==> src/rtl/sll_iterative.sv <==
// ---------------------------------------------------------------------------
// sll_iterative
//
// Multi-cycle logical left shifter for the ALU SLL/SLLV path. The operand is
// shifted left one bit per clock with zero fill into bit 0. A start/done
// handshake is used, and the control sequencer stalls while busy is high.
// The lost output flags any 1 bit that was shifted out past the MSB.
//
// Optional feature:
//   SLL_FAST_EN  When this is defined, the SHIFT state advances by 4 bits in
//                one cycle if at least 4 bit positions remain. Results, lost
//                and the handshake are identical in both builds. Only the
//                latency differs.
//
// Ports:
//   clk     in   rising-edge clock
//   rst     in   asynchronous, active-high reset
//   start   in   request; sampled only when not busy (IDLE or DONE)
//   a_i     in   [WIDTH-1:0] operand, captured on the accepting edge
//   shamt   in   [SHW-1:0]   shift amount 0..WIDTH-1, captured with a_i
//   busy    out  high from the accepting edge until done is asserted
//   done    out  one-cycle pulse; result/lost are valid during it
//   result  out  [WIDTH-1:0] shifted value, held until the next op completes
//   lost    out  set if any 1 bit was shifted out; held with result
// ---------------------------------------------------------------------------
module sll_iterative #(
  parameter int WIDTH = 32,
  parameter int SHW   = 5
) (
  input  logic             clk,
  input  logic             rst,
  input  logic             start,
  input  logic [WIDTH-1:0] a_i,
  input  logic [SHW-1:0]   shamt,
  output logic             busy,
  output logic             done,
  output logic [WIDTH-1:0] result,
  output logic             lost
);

  typedef enum logic [1:0] {
    IDLE  = 2'd0,
    SHIFT = 2'd1,
    DONE  = 2'd2
  } state_t;

  state_t           state;
  state_t           state_nxt;
  logic [WIDTH-1:0] acc;
  logic [WIDTH-1:0] acc_nxt;
  logic [SHW-1:0]   cnt;
  logic [SHW-1:0]   cnt_nxt;
  logic             lost_acc;
  logic             lost_acc_nxt;
  logic             load_result;

`ifdef SLL_FAST_EN
  localparam logic [SHW-1:0] STEP4 = SHW'(4);
`endif

  // -------------------------------------------------------------------------
  // State register. busy and done are registered from the next state, so
  // each one matches the state it belongs to without any output decode.
  // -------------------------------------------------------------------------
  // NOTE: sequential state uses non-blocking (<=) assignments. Every flop
  // then samples the values that existed before the edge, whatever order
  // the statements are written in.
  always_ff @(posedge clk or posedge rst) begin
    if (rst) begin
      state    <= IDLE;
      busy     <= 1'b0;
      done     <= 1'b0;
      acc      <= '0;
      cnt      <= '0;
      lost_acc <= 1'b0;
      result   <= '0;
      lost     <= 1'b0;
    end else begin
      state    <= state_nxt;
      busy     <= (state_nxt == SHIFT);
      done     <= (state_nxt == DONE);
      acc      <= acc_nxt;
      cnt      <= cnt_nxt;
      lost_acc <= lost_acc_nxt;
      if (load_result) begin
        result <= acc;
        lost   <= lost_acc;
      end
    end
  end

  // -------------------------------------------------------------------------
  // Next-state logic. A start in DONE is accepted just as it is in IDLE.
  // This allows back-to-back operation. A start during SHIFT is dropped.
  // -------------------------------------------------------------------------
  always_comb begin
    state_nxt = state;
    case (state)
      IDLE:    if (start) state_nxt = SHIFT;
      SHIFT:   if (cnt == '0) state_nxt = DONE;
      DONE:    state_nxt = start ? SHIFT : IDLE;
      default: state_nxt = IDLE;
    endcase
  end

  // -------------------------------------------------------------------------
  // Datapath / output logic.
  // -------------------------------------------------------------------------
  // NOTE: every signal is assigned a default before the case statement. A
  // path that leaves a signal unassigned would otherwise infer a latch.
  always_comb begin
    acc_nxt      = acc;
    cnt_nxt      = cnt;
    lost_acc_nxt = lost_acc;
    load_result  = 1'b0;
    case (state)
      IDLE, DONE: begin
        if (start) begin
          acc_nxt      = a_i;
          cnt_nxt      = shamt;
          lost_acc_nxt = 1'b0;
        end
      end
      SHIFT: begin
        if (cnt == '0) begin
          load_result = 1'b1;
`ifdef SLL_FAST_EN
        end else if (cnt >= STEP4) begin
          acc_nxt      = {acc[WIDTH-5:0], 4'b0000};
          cnt_nxt      = cnt - STEP4;
          lost_acc_nxt = lost_acc | (|acc[WIDTH-1:WIDTH-4]);
`endif
        end else begin
          acc_nxt      = {acc[WIDTH-2:0], 1'b0};
          cnt_nxt      = cnt - 1'b1;
          lost_acc_nxt = lost_acc | acc[WIDTH-1];
        end
      end
      default: ;
    endcase
  end

endmodule
==> config.mk <==
export PLATFORM = sky130hd
export DESIGN_NAME = sll_iterative
export DESIGN_NICKNAME = d
export VERILOG_FILES = /design/src/rtl/sll_iterative.sv
export SDC_FILE = /design/constraint.sdc
export NUM_CORES = 1
export LEC_CHECK = 0
export CAP_MARGIN = 20
export CORE_MARGIN = 1
export CORE_UTILIZATION = 46
export DETAILED_ROUTE_END_ITERATION = 8
export PLACE_DENSITY_LB_ADDON = 0.08
export SKIP_CTS_REPAIR_TIMING = 1
export SYNTH_ARGS = -nofsm -noshare
export SYNTH_HDL_FRONTEND = slang
export SYNTH_SLANG_ARGS = --single-unit
==> constraint.sdc <==
create_clock -name clk -period 2.1 [get_ports clk]
set_input_delay 0.21 -clock clk [delete_from_list [all_inputs] [get_ports clk]]
set_output_delay 0.21 -clock clk [all_outputs]
set_load 0.005 [all_outputs]
[After elaboration in Yosys (flattened, before gate mapping)]
Cells that the tools add are included.
Widths: inputs -> output; s select.
Cells by class
  add/sub/neg operators: 1
  $mul: 0
  div/mod/pow operators: 0
  $lt $le $gt $ge: 0
  equal/unequal tests: 6
  shift-type cells: 0
  muxes and demuxes: 15
  bitwise logic cells: 1
  reductions and logical operators: 5
Operator list (count)
  $mux 32: 2
  $pmux 32 s2: 1
  $mux 5: 2
  $pmux 5 s2: 1
  $pmux 2 s3: 1
  $logic_not 5->1: 1
  $mux 1: 5
  $sub 5x1->5 const B: 1
  $eq 2x1->1 const B: 2
  $eq 2x2->1 const B: 2
  $mux 2: 2
  $ne 2x2->1 const B: 2
  $reduce_and 3->1: 1
  $logic_not 2->1: 1
  $pmux 1 s2: 1
  $reduce_bool 2->1: 1
  $reduce_or 2->1: 1
  $or 1x1->1: 1
Storage, ports and cells
  flip-flop bits (word level): 75
  latch bits: 0
  bits in writable memories: 0
  bits in read-only memories: 0
  bits of input ports: 40
  output and inout port bits: 35
  memories: 0

[Logic depth before layout (Yosys ltp)]
Gate-level depths: netlist of the first run.
  word-level depth: 4
  depth in mapped cells: 7

[Least setup slack after synthesis of the first run]
OpenSTA, ideal clock, no wires.
  path type: register to register
  from: register cnt[0]
  to: register acc[10]
  arrival: 1.818 ns
  data required time: 1.975 ns
  setup slack: 0.157 ns
  stages on the path, launching flop included: 8
  buffers on the path: 1
  period minus slack after synthesis: 1.943 ns
  path through: dfrtp_1 -> inv_1 -> ha_1 -> or4b_4 -> a21oi_4 -> inv_4 -> buf_12 -> mux2_4
Between the ends
  word-level cells in the longest chain between the ends: 3
Ends and longest elaborated chain
  from (decl): RTL line 51  | logic [SHW-1:0] cnt;
  from (signal assigned): RTL line 83  | cnt <= cnt_nxt;
  $logic_not 5->1: RTL line 125  | if (cnt == '0) begin
  $ne 2x2->1 (no source line)
  $reduce_and 3->1 (no source line)
  to (signal assigned): RTL line 82  | acc <= acc_nxt;
  to (decl): RTL line 49  | logic [WIDTH-1:0] acc;
No other way between the ends.
A chain may end at the register's enable or synchronous reset.

[Final worst setup path of the first run]
  from: register cnt[0]
  to: register acc[23]
The elaborated chain is that of the path after synthesis.

==> results of run 1 <==
## registers in the layout (all words and copies together) (netlist names)
register / count
result: 32
cnt: 5
acc: 32
busy: 1
state: 2
lost: 1
done: 1
lost_acc: 1
## path summary, 6_finish.rpt
kind | endpoint | slack [ps] | depth (start not counted)
max in group asynchronous | acc[2] | 1470 | 3
worst max register to register | acc[23] | 80 | 7
min in group clk | cnt[4] | 420 | 3
worst min-delay path | result[11] | 340 | 3
worst max-delay path | acc[23] | 80 | 7
worst min register to register | result[22] | 500 | 1
## synth_stat cells, drive strengths merged
master,instances
or4b,1
dfrtp,75
mux2,95
inv,9
o22ai,1
nand2b,2
a221oi,1
a21oi,2
nor3b,1
nand3b,1
a31oi,1
nor2b,2
a211oi,2
or3b,1
nand2,4
nor3,1
o41ai,1
o21ai,4
ha,1
clkbuf,2
nor4b,1
o211ai,1
buf,8
nor2,5
mux2i,2
## per-layer routing
metal	part of all wire	global-route usage
met5	0	0
met4	0.017	0.08798
met3	0.038	0.03487
met2	0.45	0.2559
met1	0.49	0.2394
## final cells by class
cell class,instances,share of cell area
repair buffers,85,0.1899
repair inverters,2,0.003808
multi-input cells,130,0.3079
clock inverters,5,0.02176
inverters,9,0.01088
well taps,99,0.02693
flip-flops and latches,75,0.4081
clock buffers,11,0.03074
## cells by family after synthesis
family / share of synthesized area
AO/OA/AOI/OAI: 0.02746
adder cells (fa/ha/maj): 0.003660
flip-flops: 0.5490
buffers and inverters: 0.03734
AND/OR/NAND/NOR: 0.03294
multiplexers: 0.3496
## power by group through the flow
stage	Clock [W]	Combinational [W]	Sequential, W
4_1_cts	0.00137	0.00342	0.00260
5_1_grt	0.00143	0.00380	0.00270
6_report	0.00134	0.00354	0.00259
3_5_place_dp	0	0.00340	0.00263
2_1_floorplan	0	0.00240	0.00256
3_3_place_gp	0	0.00334	0.00262
## worst max-delay path: cells and delay by family, from the launching register on
kind | cells | cell delay [ps]
buf+inv | 3 | 340
compound gates | 1 | 180
flops | 1 | 400
mux | 1 | 310
simple gates | 1 | 500
fa+ha+maj | 1 | 190
## stage by stage
stage	worst slack (ps)	total power, W
after floorplan	157.2	0.004952
after global placement	82.58	0.005966
after detailed placement	34.93	0.006030
after CTS	18.49	0.007395
after global routing	-5.541	0.007942
final	79.60	0.007469
## layout by cell type (no fill, tap or decap), drive strengths merged, types with 3 or more instances in the layout
cell,n
o21ai,4
dfrtp,75
inv,9
clkinv,3
clkbuf,11
nand2,4
clkdlybuf4s50,74
bufinv,3
buf,11
nor2,5
mux2,95
==> impl_metrics.yaml, run 1 <==
run_status:
  outcome: "finished clean"
clock_tree:
  cts_max_level: 3
  clock-sinks: 75
  clk_pin_slew_worst_paths_ps: 80
  cts-root-buf: "clkbuf_8"
  clk_latency_ps: 340
  cts_tree: "yes"
  cts_buffer_depth: 2
  cts_buffers: 9
yosys:
  ys_ff_latch: 75
  synth_nets: 265
  avgSynthCellArea_um2: 15.26
  synth.distinct_cells: 31
  synth_top_area_share: 0.5490
  synth_cells: 224
  ys_top_cells_by_area: "dfrtp_1 55%, mux2_2 22%, mux2_4 12%"
  synth_top_cell_by_area: "dfrtp_1"
  synth_area_um2: 3418
  yosysWarnings: 0
  ys_seq_area_frac: 0.5490
placement:
  gp_congestion: 0.8390
  dp_cells: 397
  dp_hpwl_um: 4075
  io_buffers: 74
  dpl_cell_area_um2: 4310
timing:
  fmax_mhz: 495.0
  max_slew.worst_pin.slew_ps: 471.7
  skew_ps: 8.971
  fin_crit_sh: 0.9621
  final_max_slew_viol_count: 0
  period_needed_ps: 2020
  setup_viol: 0
  hold_slack_ps: 335.5
  setup_tns_ps: 0
  relSlewSlack: 0.6811
  hold_viol_final: 0
critical_path:
  crit_type: "register to register"
  cp.required_ps: 2330
  slowest_delay_ps: 500
  critPathSlowestCell: "or4b_4"
  path_max_fanout: 16
  crit_arrival_ps: 2250
  end_kind: "register"
  path_cells: "inv_1 > ha_1 > or4b_4 > a21oi_4 > buf_12 > inv_6 > mux2_4"
  worst_r2r_startpoint: "cnt[0]"
  cp-startpoint: "cnt[0]"
  start_kind: "register"
cells_and_area:
  diodes: 0
  syn_to_final_growth_pct: 34.55
  final_cells: 416
  fin_nets: 353
  nFillCells: 576
  multi_input_area_um2: 1416
  drive_gt1_frac: 0.4101
  seq_area_um2: 1877
  utilization: 0.6375
  design_area_um2: 4599
floorplan:
  start_util: 0.4738
  num_rows: 31
  dieArea_um2: 7780
  core-area_um2: 7214
  die_y_um: 88.21
  chipWidth_um: 88.21
  ioPinCount: 75
grt:
  antenna_found_initial: 0
  grt_pass1_wl_um: 9825
  grt_pass1_vias: 1941
  grt_max_degree: 76
  grtUsageTotal: 0.1723
  grt_overflow: 0
power:
  p_clk_frac: 0.179
  p_seq_frac: 0.347
  vdd_drop_max_uv: 785.8
  cellPowerDensity_nw_per_um2: 1624
  netSwitchingFraction: 0.2879
  power_frac_comb: 0.473
  power.switching_w: 0.002150
  p_leak_nw: 2.055
  internal-power_w: 0.005319
detailed_routing:
  vias_per_cell: 4.950
  wl_per_cell_um: 15.82
  routed_wl_um: 6580
  drt_iter0_markers: 67
  drc: 0
  vias: 2059
  ant_nets: 0
  first_pass_iters: 5
flow_run:
  cap_violations: 0
hold_path:
  hold_path.class: "primary input to asynchronous set/reset pin"
No activity file was read; power rests on OpenSTA's default activity.
==> inputs of run 2 (changes only) <==
--- a/config.mk
+++ b/config.mk
@@ -6,10 +6,11 @@
 export NUM_CORES = 1
 export LEC_CHECK = 0
 export CAP_MARGIN = 20
+export CORE_ASPECT_RATIO = 1.2
 export CORE_MARGIN = 1
-export CORE_UTILIZATION = 46
+export CORE_UTILIZATION = 54
 export DETAILED_ROUTE_END_ITERATION = 8
-export PLACE_DENSITY_LB_ADDON = 0.08
+export PLACE_DENSITY_LB_ADDON = 0.2
 export SKIP_CTS_REPAIR_TIMING = 1
 export SYNTH_ARGS = -nofsm -noshare
 export SYNTH_HDL_FRONTEND = slang
==> constraint.sdc (replaced) <==
create_clock -name clk -period 2.53 [get_ports clk]
set_input_delay 0.253 -clock clk [delete_from_list [all_inputs] [get_ports clk]]
set_output_delay 0.253 -clock clk [all_outputs]
set_load 0.005 [all_outputs]
==> impl_metrics.yaml, run 2 (same netlist as run 1, synthesis figures left out) <==
placement:
  dp_hpwl_um: 4168
  io_buffers: 74
  dpl_cell_area_um2: 4218
  gp_congestion: 0.9080
  place_ws_ps: 309.0
power:
  netSwitchingFraction: 0.2924
  p_seq_frac: 0.378
  internal-power_w: 0.004081
  p_clk_frac: 0.156
  cellPowerDensity_nw_per_um2: 1307
  power.switching_w: 0.001686
  power_frac_comb: 0.465
  vdd_drop_max_uv: 1037
  p_leak_nw: 1.984
cells_and_area:
  diodes: 0
  utilization: 0.7245
  nFillCells: 452
  syn_to_final_growth_pct: 29.06
  drive_gt1_frac: 0.3968
  fin_nets: 346
  mostFrequentLayoutCells: "75 x dfrtp_1, 74 x clkdlybuf4s50_1, 67 x mux2_2"
  layout_commonest_cell: "dfrtp_1"
  top_regs: "acc (32), result (32), cnt (5)"
  design_area_um2: 4412
timing:
  period_needed_ps: 2153
  fin_ws_ps: 377.3
  relSlewSlack: 0.4446
  skew_ps: 8.516
  max_slew.worst_pin.slew_ps: 833.1
  final_max_slew_viol_count: 0
  fin_crit_sh: 0.8509
  fmax_mhz: 464.5
  hold_viol_final: 0
  rsz0062_at_grt: "no"
  setup_viol: 0
  setup_tns_ps: 0
detailed_routing:
  drc: 0
  ant_nets: 0
  routed_wl_um: 6036
  wl_per_cell_um: 15.40
  vias_per_cell: 5.232
  vias: 2051
  first_pass_iters: 4
  drt_iter0_markers: 96
floorplan:
  start_util: 0.5613
  chipWidth_um: 74.63
  dieArea_um2: 6654
  core-area_um2: 6090
  die_y_um: 89.16
  num_rows: 31
  ioPinCount: 75
clock_tree:
  clk_pin_slew_worst_paths_ps: 80
  cts-root-buf: "clkbuf_8"
  cts_buffer_depth: 2
  clk_latency_ps: 340
  cts_buffers: 9
  cts_max_level: 3
  clock-sinks: 75
  cts_tree: "yes"
critical_path:
  slowest_delay_ps: 510
  crit_type: "register to register"
  critPathSlowestCell: "or4b_4"
  path_max_fanout: 33
  end_kind: "register"
  path_cells: "inv_1 > ha_1 > or4b_4 > a21oi_4 > inv_4 > mux2_4"
  start_kind: "register"
  cp.required_ps: 2750
  crit_arrival_ps: 2380
grt:
  gr-usage-met2: 0.3268
  grt_pass1_wl_um: 10050
  use_met1: 0.2653
  grtUsageMet3: 0.04284
  grt_max_degree: 34
  grt_overflow: 0
  antenna_found_initial: 0
  grtUsageTotal: 0.2041
  grt.busiest_layer: "met2"
  grt_pass1_vias: 2127
hold_path:
  hold_path.class: "primary input to asynchronous set/reset pin"
flow_run:
  cap_violations: 0
run_status:
  outcome: "finished clean"
-- run 2: cell type report --
class | instances | area, µm² | area share
flip-flops and latches | 75 | 1877 | 0.4254
multi-input cells | 130 | 1416 | 0.3210
repair buffers | 80 | 785.8 | 0.1781
clock buffers | 11 | 141.4 | 0.03205
well taps | 82 | 102.6 | 0.02326
clock inverters | 5 | 52.55 | 0.01191
inverters | 9 | 36.28 | 0.008225
-- run 2: critical path, delay by kind of cell (launching register included) --
family,cells,cell delay (ps)
and+or+nand+nor,1,510
muxes,1,360
AOI/OAI and AO/OA,1,230
adders and majority gates,1,200
buffers and inverters,2,300
DFF,1,400
-- run 2: final timing paths --
kind | cells past startpoint | end | slack (ps) | start
worst min register to register | 1 | result[24] | 510 | result[24]
worst max-delay path | 6 | acc[2] | 380 | cnt[0]
max in group asynchronous | 3 | acc[29] | 1470 | rst
min in group clk | 3 | acc[0] | 480 | a_i[0]
worst max register to register | 6 | acc[2] | 380 | cnt[0]
worst min-delay path | 2 | done | 310 | rst
-- run 2: metrics by stage --
step / hold slack (ps) / power [W] / cells
2_1_floorplan: 369.8 / 0.004110 / 224
3_3_place_gp: 486.9 / 0.004824 / 376
3_5_place_dp: 491.5 / 0.004923 / 376
4_1_cts: 327.3 / 0.005828 / 392
5_1_grt: 368.2 / 0.006146 / 392
6_report: 306.7 / 0.005767 / 392
-- run 2: layer usage --
metal,vias to the layer above,share of wire
met3,10,0.036
met2,51,0.49
met1,1029,0.45
li1,961,-
met5,-,0
met4,0,0.022
-- run 2: power groups by stage --
stage	sequential [W]	clock, W	combinational (W)
finish	0.00218	0.000900	0.00268
global placement	0.00218	0	0.00264
CTS	0.00219	0.000917	0.00272
global route	0.00226	0.000972	0.00291
floorplan	0.00212	0	0.00199
detailed placement	0.00221	0	0.00271
==> inputs of run 3 (changes only) <==
--- a/config.mk
+++ b/config.mk
@@ -11,6 +11,7 @@
 export CORE_UTILIZATION = 54
 export DETAILED_ROUTE_END_ITERATION = 8
 export PLACE_DENSITY_LB_ADDON = 0.2
+export REMOVE_ABC_BUFFERS = 1
 export SKIP_CTS_REPAIR_TIMING = 1
 export SYNTH_ARGS = -nofsm -noshare
 export SYNTH_HDL_FRONTEND = slang
==> impl_metrics.yaml, run 3 (same netlist as run 1, synthesis figures left out) <==
placement:
  gp_congestion: 0.8284
  io_buffers: 74
  place_ws_ps: 395.4
  dpl_cell_area_um2: 4215
  dp_hpwl_um: 4071
timing:
  max_slew.worst_pin.slew_ps: 873.1
  skew_ps: 8.026
  setup_viol: 0
  fin_crit_sh: 0.8700
  rsz0062_at_grt: "no"
  relSlewSlack: 0.4179
  hold_viol_final: 0
  setup_tns_ps: 0
  fmax_mhz: 454.3
  period_needed_ps: 2201
  final_max_slew_viol_count: 0
  fin_ws_ps: 328.9
power:
  vdd_drop_max_uv: 822.3
  p_leak_nw: 2.000
  cellPowerDensity_nw_per_um2: 1344
detailed_routing:
  routed_wl_um: 6400
  wl_per_cell_um: 16.41
  vias: 2016
  drt_iter0_markers: 84
  first_pass_iters: 4
  drc: 0
  ant_nets: 0
  vias_per_cell: 5.169
cells_and_area:
  syn_to_final_growth_pct: 30.34
  nFillCells: 435
  layout_commonest_cell: "dfrtp_1"
  diodes: 0
  fin_nets: 344
  mostFrequentLayoutCells: "75 x dfrtp_1, 74 x clkdlybuf4s50_1, 67 x mux2_2"
  top_regs: "acc (32), result (32), cnt (5)"
  drive_gt1_frac: 0.3961
  design_area_um2: 4456
critical_path:
  start_kind: "register"
  end_kind: "register"
  crit_type: "register to register"
  path_max_fanout: 33
  crit_arrival_ps: 2430
  cp.required_ps: 2760
  reg2reg_to: "acc[11]"
  worst_r2r_startpoint: "cnt[0]"
  rrSetupSlack_ps: 330
  reg2reg_depth: 6
hold_path:
  hold_path.class: "primary input to asynchronous set/reset pin"
run_status:
  outcome: "finished clean"
floorplan:
  die_y_um: 89.16
  start_util: 0.5613
  num_rows: 31
  core-area_um2: 6090
  ioPinCount: 75
  chipWidth_um: 74.63
  dieArea_um2: 6654
flow_run:
  cap_violations: 0
grt:
  grt_pass1_vias: 2080
  grtUsageTotal: 0.2075
  antenna_found_initial: 0
  grt_overflow: 0
  grt_max_degree: 76
  grt_pass1_wl_um: 10150
clock_tree:
  clock-sinks: 75
  cts-root-buf: "clkbuf_8"
  cts_max_level: 3
  cts_buffer_depth: 2
  clk_latency_ps: 340
  clk_pin_slew_worst_paths_ps: 80
  cts_tree: "yes"
  cts_buffers: 9
run 3: how the worst max path moves through the flow:
stage | depth (start not counted) | start | slack, ps | to
final | 6 | cnt[0] | 330 | acc[11]
after CTS | 6 | cnt[0] | 340 | acc[22]
after global routing | 6 | cnt[0] | 270 | acc[15]
after detailed placement | 6 | cnt[0] | 400 | acc[17]
after floorplan | 1 | rst | 370 | acc[0]
after global placement | 5 | start | 460 | acc[31]
run 3: where the power goes:
group,switching (W),leakage (nW),total [W],internal [W]
sequential,0.000402,0.912,0.00219,0.00179
combinational,0.000889,0.969,0.00269,0.00180
clock,0.000448,0.119,0.00110,0.000653
run 3: cell type report:
cell class | count | area, µm² | area share
inverter | 9 | 36.28 | 0.008144
clock inverter | 7 | 116.4 | 0.02612
timing repair buffer | 78 | 783.3 | 0.1758
tap | 82 | 102.6 | 0.02303
clock buffer | 9 | 123.9 | 0.02780
sequential | 75 | 1877 | 0.4212
multi-input combinational | 130 | 1416 | 0.3179
run 3: through the flow:
step	power (W)	util	cells	hold slack, ps
global placement	0.004830	0.6922	374	486.9
detailed placement	0.004914	0.6922	374	492.6
CTS	0.006042	0.7317	390	364.6
floorplan	0.003962	-	214	369.8
finish	0.005987	0.7317	390	344.6
global route	0.006334	0.7317	390	372.2
run 3: layer usage:
metal	vias to the layer above	wire length, µm	GRT usage
met2	60	3041	0.3333
met3	11	314	0.05299
met1	994	2939	0.2700
met4	0	105	0.08062
li1	951	-	-
met5	-	0	0
run 3: critical path, stage by stage, from the launching register on:
cell and delay [ps]:
dfrtp_1 400, inv_1 90, ha_1 220, or4b_4 510, a21oi_4 230, inv_4 240, mux2_4 370
